--- config.mk ---
export PLATFORM = sky130hd
export DESIGN_NAME = bcd_to_hex_converter
export DESIGN_NICKNAME = d
export VERILOG_FILES = /design/src/rtl/bcd_to_hex_converter.sv
export SDC_FILE = /design/constraint.sdc
export NUM_CORES = 1
export LEC_CHECK = 0
export CORE_MARGIN = 2
export CORE_UTILIZATION = 45
export DETAILED_ROUTE_END_ITERATION = 16
export PLACE_DENSITY = 0.79
export SLEW_MARGIN = 40
export SYNTH_ARGS = -nofsm -noshare
export SYNTH_HDL_FRONTEND = slang
export SYNTH_SLANG_ARGS = --single-unit
--- constraint.sdc ---
create_clock -name clk -period 5.8 [get_ports clk]
set_clock_uncertainty 0.2 [all_clocks]
set_input_delay 1.45 -clock clk [delete_from_list [all_inputs] [get_ports clk]]
set_output_delay 1.45 -clock clk [all_outputs]
set_load 0.03 [all_outputs]
--- src/rtl/bcd_to_hex_converter.sv ---
// bcd_to_hex_converter
//
// Turns six packed-decimal BCD digits into a binary value. The digits are
// handled one per clock, most significant first, with acc = acc*10 + digit.
//
// Ports:
//   clk          system clock, rising edge
//   reset        asynchronous, active-high reset
//   start        conversion request (only looked at in IDLE)
//   bcd_digit_0..bcd_digit_5  BCD digits, units .. hundred-thousands
//   busy         conversion in progress
//   done         one-cycle pulse: hex_number/invalid have just been updated
//   invalid      the last conversion saw a digit > 9 (its result is 0)
//   hex_number   binary result, held between conversions
//   state_dbg    current FSM state (0 = IDLE, 1 = CONVERT)
//
// Handshake: a conversion is accepted on the rising edge where start = 1
// and the block is idle (busy = 0). All six digits are captured on that
// edge, so they may change afterwards. busy stays high for exactly 6
// cycles. done pulses for one cycle, 6 clocks after the accepting edge.
// A start that arrives while busy is dropped; it is not queued. If start is
// held high, it is sampled again in the done cycle, which gives one result
// every 7 cycles.
module bcd_to_hex_converter #(
  parameter int BIN_W = 20
) (
  input  logic             clk,
  input  logic             reset,
  input  logic             start,
  input  logic [3:0]       bcd_digit_0,
  input  logic [3:0]       bcd_digit_1,
  input  logic [3:0]       bcd_digit_2,
  input  logic [3:0]       bcd_digit_3,
  input  logic [3:0]       bcd_digit_4,
  input  logic [3:0]       bcd_digit_5,
  output logic             busy,
  output logic             done,
  output logic             invalid,
  output logic [BIN_W-1:0] hex_number,
  output logic             state_dbg
);

  typedef enum logic {
    IDLE    = 1'b0,
    CONVERT = 1'b1
  } state_t;

  state_t             state_q, state_d;
  logic [BIN_W-1:0]   acc_q, acc_d;
  logic [2:0]         idx_q, idx_d;
  logic [5:0][3:0]    dig_q, dig_d;
  logic               err_q, err_d;
  logic               busy_q, busy_d;
  logic               done_q, done_d;
  logic               invalid_q, invalid_d;
  logic [BIN_W-1:0]   hex_q, hex_d;

  logic [3:0]         cur_digit;
  logic [BIN_W+3:0]   acc_ext;
  logic [BIN_W+3:0]   acc_x10;
  logic [BIN_W-1:0]   acc_next;

  // Digit currently being folded in. Index values 6 and 7 never occur.
  always_comb begin
    cur_digit = 4'd0;
    case (idx_q)
      3'd0:    cur_digit = dig_q[0];
      3'd1:    cur_digit = dig_q[1];
      3'd2:    cur_digit = dig_q[2];
      3'd3:    cur_digit = dig_q[3];
      3'd4:    cur_digit = dig_q[4];
      3'd5:    cur_digit = dig_q[5];
      default: cur_digit = 4'd0;
    endcase
  end

  // acc*10 is built as acc*8 + acc*2 at four extra bits and then truncated.
  // With valid digits no intermediate value goes above 999999. With an
  // invalid digit the value may wrap, but that result is discarded.
  assign acc_ext  = {4'd0, acc_q};
  assign acc_x10  = (acc_ext << 3) + (acc_ext << 1);
  assign acc_next = acc_x10[BIN_W-1:0] + {{(BIN_W-4){1'b0}}, cur_digit};

  always_comb begin
    state_d   = state_q;
    acc_d     = acc_q;
    idx_d     = idx_q;
    dig_d     = dig_q;
    err_d     = err_q;
    busy_d    = busy_q;
    done_d    = 1'b0;
    invalid_d = invalid_q;
    hex_d     = hex_q;
    case (state_q)
      IDLE: begin
        if (start) begin
          dig_d   = {bcd_digit_5, bcd_digit_4, bcd_digit_3,
                     bcd_digit_2, bcd_digit_1, bcd_digit_0};
          err_d   = (bcd_digit_5 > 4'd9) || (bcd_digit_4 > 4'd9) ||
                    (bcd_digit_3 > 4'd9) || (bcd_digit_2 > 4'd9) ||
                    (bcd_digit_1 > 4'd9) || (bcd_digit_0 > 4'd9);
          acc_d   = '0;
          idx_d   = 3'd5;
          busy_d  = 1'b1;
          state_d = CONVERT;
        end
      end
      CONVERT: begin
        acc_d = acc_next;
        idx_d = idx_q - 3'd1;
        if (idx_q == 3'd0) begin
          hex_d     = err_q ? '0 : acc_next;
          invalid_d = err_q;
          done_d    = 1'b1;
          busy_d    = 1'b0;
          idx_d     = 3'd0;
          state_d   = IDLE;
        end
      end
      default: state_d = IDLE;
    endcase
  end

  always_ff @(posedge clk or posedge reset) begin
    if (reset) begin
      state_q   <= IDLE;
      acc_q     <= '0;
      idx_q     <= 3'd0;
      dig_q     <= '0;
      err_q     <= 1'b0;
      busy_q    <= 1'b0;
      done_q    <= 1'b0;
      invalid_q <= 1'b0;
      hex_q     <= '0;
    end else begin
      state_q   <= state_d;
      acc_q     <= acc_d;
      idx_q     <= idx_d;
      dig_q     <= dig_d;
      err_q     <= err_d;
      busy_q    <= busy_d;
      done_q    <= done_d;
      invalid_q <= invalid_d;
      hex_q     <= hex_d;
    end
  end

  assign busy       = busy_q;
  assign done       = done_q;
  assign invalid    = invalid_q;
  assign hex_number = hex_q;
  assign state_dbg  = state_q;

endmodule

# After elaboration in Yosys (flattened, before gate mapping)
# Cells that the tools add are included.
dict set report totals {
  ff_bits 71
  inputBits 27
  elab_cells 55
}
dict set report op_classes {
  n_addsub 3
  magnitude_cmp 6
  eq_ne 7
  mux 15
  bitwise_logic 1
  n_reduce_logical 9
}
# operator n
set op_table {}
lappend op_table {{$pmux 19 s2} 1}
lappend op_table {{$gt 4x4->1 const B} 6}
lappend op_table {{$pmux 4 s6} 1}
lappend op_table {{$add 20x20->20} 1}
lappend op_table {{$add 20x4->20} 1}
lappend op_table {{$mux 20} 1}
lappend op_table {{$mux 19} 1}
lappend op_table {{$eq 3x2->1 const B} 2}
lappend op_table {{$eq 3x3->1 const B} 2}
lappend op_table {{$mux 1} 6}
lappend op_table {{$mux 3} 2}
lappend op_table {{$pmux 3 s2} 1}
lappend op_table {{$reduce_and 2->1} 3}
lappend op_table {{$logic_or 1x1->1} 5}
lappend op_table {{$pmux 1 s2} 2}
lappend op_table {{$eq 3x1->1 const B} 1}
lappend op_table {{$logic_not 3->1} 1}
lappend op_table {{$sub 3x1->3 const B} 1}
lappend op_table {{$ne 2x1->1 const B} 1}
lappend op_table {{$ne 2x2->1 const B} 1}
lappend op_table {{$not 1->1} 1}

# Depth between registers and ports, before layout
dict set report depth {
  ltp_word 6
  depth_mapped 16
  mapped_depth_nobuf 15
}

# Worst setup path after synthesis
# OpenSTA, ideal clock, no wires.
dict set report synth_timing {
  kind {reg-to-reg}
  start {register idx_q[0]}
  end {register hex_q[19], in the netlist hex_number[19]}
  arrival_time_ns 3.597
  required_ns 5.531
  slack_ns 1.935
  stages_incl_launch_ff 16
  n_path_buf 2
  path_cell_list {dfrtp_1 > clkbuf_1 > clkbuf_1 > a31oi_1 > nor2_1 > a21oi_1 > fa_1 > inv_1 > ha_1 > nand3_1 > a2111oi_1 > or2_1 > a311o_2 > a221o_1 > a2111o_1 > nand3_1}
}
dict set report synth_via {
  elab_chain_len 4
  word_cells_on_any_way 10
}
# item line
set synth_rtl {}
lappend synth_rtl {{start, declared} 50} ;# logic [2:0] idx_q, idx_d;
lappend synth_rtl {{start signal, assigned} 138} ;# idx_q <= idx_d;
lappend synth_rtl {{$eq 3x3->1, or another cell as far along} 66} ;# case (idx_q)
lappend synth_rtl {{$pmux 4 s6} 66}
lappend synth_rtl {{$add 20x4->20} 82} ;# assign acc_next = acc_x10[BIN_W-1:0] + {{(BIN_W-4){1'b0}}, cur_digit};
lappend synth_rtl {{$mux 20} 112} ;# hex_d = err_q ? '0 : acc_next;
lappend synth_rtl {{end signal, assigned} 134} ;# hex_q <= '0;
lappend synth_rtl {{end signal, assigned} 144} ;# hex_q <= hex_d;
lappend synth_rtl {{end, declared} 56} ;# logic [BIN_W-1:0] hex_q, hex_d;
# Parallel ways exist; a longest one is shown, timed or not.
# A chain may end at the register's enable or synchronous reset.

# Worst setup path in the final report
# Ends and elaborated chain as after synthesis.

==> summary.txt <==
Final layout
  • Most common cell after layout, fill and taps aside: dfrtp_1
  • Design area: around 4700 µm²
  • Final Util: between 50% and 60%
  • Nets: roughly 460
  • Area delta synth->final: 19.7%
  • Antenna diodes: 0
  • Share of cells above drive strength 1: ~15%
  • Most frequent cells in the layout: dfrtp_1, clkdlybuf4s50_1, ha_1
  • Final non-filler cell total: roughly 500

Run status
  • Status: finished clean

Synthesis
  • Share of the synthesized area in the top cell type: ~45%
  • Number of synthesized flops with an enable pin: 0
  • Netlist cell types: 50
  • Ys Warns: 0
  • Synthesized flop and latch total: 71
  • Post-synthesis mux area share: around a tenth
  • Synth async-reset ratio: 100%
  • Post-Synthesis Cells: 353
  • Most area-consuming cells after synthesis: dfrtp_1, ha_1, mux2_2
  • Adder-cell share of the synthesized area: 11.8%
  • Largest area contributor in the netlist: dfrtp_1
  • Post-Syn Area per Cell: between 10 and 15 µm²
  • Sequential share of the synthesized area: between 40% and 50%
  • Post-synth net total: between 400 and 500
  • XOR/XNOR Fraction of Synth Area: around 3.5%
  • Synth Area in Compound Gates: 15.9%
  • Post-synthesis simple-gate area fraction: under 10%
  • Ys flop type: dfrtp_1
  • Area of the mapped netlist: between 3000 and 4000 µm²
  • Largest family of logic cells by synthesized area: compound AO/OA/AOI/OAI gates

GRT
  • Met1 Track Usage GR: ~25%
  • Busiest grt layer: met2
  • Met2 track demand over resource: between 30% and 40%
  • Initial antenna violation count: 0
  • Remaining Overflow, GRT: 0
  • First-pass GRT wire length: between 10000 and 15000 µm
  • Met3 usage: a little over 4%
  • Total Routing Usage GR: 19.3%
  • Pin count of the biggest net entering global routing: 47
  • Vias in the first global route: around 3100

Run
  • Max Cap Violations: 0

Critical path
  • Reg2Reg Depth: 15
  • Crit-path max FO: 14
  • Setup CP Type: reg2reg
  • Data arrival, critical path: approximately 4.4 ns
  • CP Launch Type: register
  • Crit-path slowest cell: dfrtp_1
  • Worst setup EP type: register
  • Crit path largest cell delay: around 0.69 ns
  • Worst-path cell chain: mux2i_1 -> nor2_1 -> a31oi_1 -> nor2_1 -> a21oi_1 -> fa_1 -> inv_1 -> ha_1 -> nand3_1 -> a2111oi_1 -> or2_1 -> a311o_2 -> a221o_1 -> a2111o_1 -> nand3_1
  • Req. time, crit path: 5.90 ns

Detailed routing
  • Via/cell ratio: between 5 and 6
  • Final wirelength: around 8600 µm
  • DRT Pass-1 Iters: 4
  • Vias: between 2000 and 3000
  • DRC: 0
  • ANT nets after route: 0
  • Drt wl/cell: 16.8 µm
  • 1st-iter DRT viols: roughly 170

STA
  • Crit path time final: ~4.3 ns
  • Endpoints failing setup: 0
  • Sum of negative setup slack: 0 ns
  • Max frequency: about 0.23 GHz
  • Max_slew headroom: approximately 50%
  • Final Hold Violating Endpoints: 0
  • Worst-margin pin slew: 0.725 ns
  • Period utilization: approximately 74%
  • RSZ-0062 raised after global routing: no
  • Max-slew violations: 0

Floorplan
  • Core area: around 8600 µm²
  • Initial core utilization: a little under half
  • # IOs: 51
  • Rows: 34
  • DIE AREA: around 9600 µm²
  • Die height: approximately 100 µm
  • Die Width: slightly below 100 µm

Clock tree
  • CTS Hold Bufs: 0
  • CTS H-Tree Depth: 3
  • CTS tree: built
  • Reg clk slew, reported paths: 0.08 ns
  • Clock latency on the worst-skew pair: 0.36 ns
  • Post-CTS Setup Inserts: 0
  • CTS buffer count: 9
  • Maximum root-to-sink buffer count: 2
  • Post-CTS sizing: 0
  • Number of sinks on the clock net: 71
  • CTS Root Cell: clkbuf_8

Worst hold path
  • Worst Hold Depth: 2
  • Min-delay worst type: reg2reg

Placement
  • Hpwl dp: ~6300 µm
  • Area after DPL: 4540 µm²
  • PortBufs: 50
  • Placed cell count: 498
  • Placer Congestion: just over 0.8
cell usage after synthesis, types with 5 or more instances:
library cell	instances
nand3_1	6
nand2b_1	15
a21o_1	13
a21oi_1	10
inv_1	11
mux2_2	27
xnor2_1	11
o21ai_0	21
dfrtp_1	71
nor3b_1	5
ha_1	34
nor2_1	15
xor2_1	5
a22o_1	18
clkbuf_1	12
mux2i_1	7
nand2_1	23
final cells by class:
cell class | count | area (µm²)
Inverter | 11 | 43.8
Clock buffer | 9 | 124
Tap cell | 108 | 135
Sequential cell | 71 | 1780
Fill cell | 739 | 3900
Timing Repair Buffer | 54 | 531
Clock inverter | 7 | 71.3
Multi-Input combinational cell | 254 | 2050
logic make-up (layout without fill, tap and decap cells):
family / after synthesis / after routing
AOI/OAI and AO/OA: 89 / 89
xor gates and xnor gates: 16 / 16
adders and majority gates: 36 / 36
buffers and inverters: 28 / 81
DFF: 71 / 71
muxes: 36 / 36
and+or+nand+nor: 77 / 77
metal layers:
layer	part of all wire, %	vias to the layer above	routed length, µm
li1	-	1374	-
met2	49	69	4210
met3	3.9	15	337
met4	1.9	0	164
met5	0	-	0
met1	45	1453	3920
sequential cells by signal, indices dropped and copies added, names as in the netlist:
register    flops
dig_q          24
hex_number     20
acc_q          19
idx_q           3
busy            1
done            1
err_q           1
invalid         1
state_dbg       1
metrics by stage:
| stage | setup WS, ns | hold slack [ns] |
|---|---|---|
| 2_1_floorplan | 1.93 | 0.275 |
| 3_3_place_gp | 1.79 | 0.265 |
| 3_5_place_dp | 1.56 | 0.269 |
| 4_1_cts | 1.53 | 0.288 |
| 5_1_grt | 1.33 | 0.295 |
| 6_report | 1.52 | 0.285 |
critical path: cells and delay by family (launching register included):
kind                     cells  cell delay, ns
AND/OR/NAND/NOR              5            0.56
multiplexers                 1            0.26
AO/OA/AOI/OAI                6            1.68
flip-flops                   1            0.69
adder cells (fa/ha/maj)      2            0.73
buffers and inverters        1            0.09
path summary, 6_finish.rpt:
kind                                            start                         end  slack (ns)
min in group asynchronous                       reset        acc_q[3]$_DFFE_PP0P_        1.31
setup reg to reg                 idx_q[0]$_DFFE_PP0P_  hex_number[19]$_DFFE_PP0P_        1.52
setup / recovery                 idx_q[0]$_DFFE_PP0P_  hex_number[19]$_DFFE_PP0P_        1.52
max in group asynchronous                       reset       dig_q[18]$_DFFE_PP0P_        3.34
hold / removal             hex_number[10]$_DFFE_PP0P_  hex_number[10]$_DFFE_PP0P_        0.28
hold reg to reg            hex_number[10]$_DFFE_PP0P_  hex_number[10]$_DFFE_PP0P_        0.28
Power is left out: the tool's default activity adds up to more than one toggle a clock period on the data nets, which glitch-free logic cannot reach.
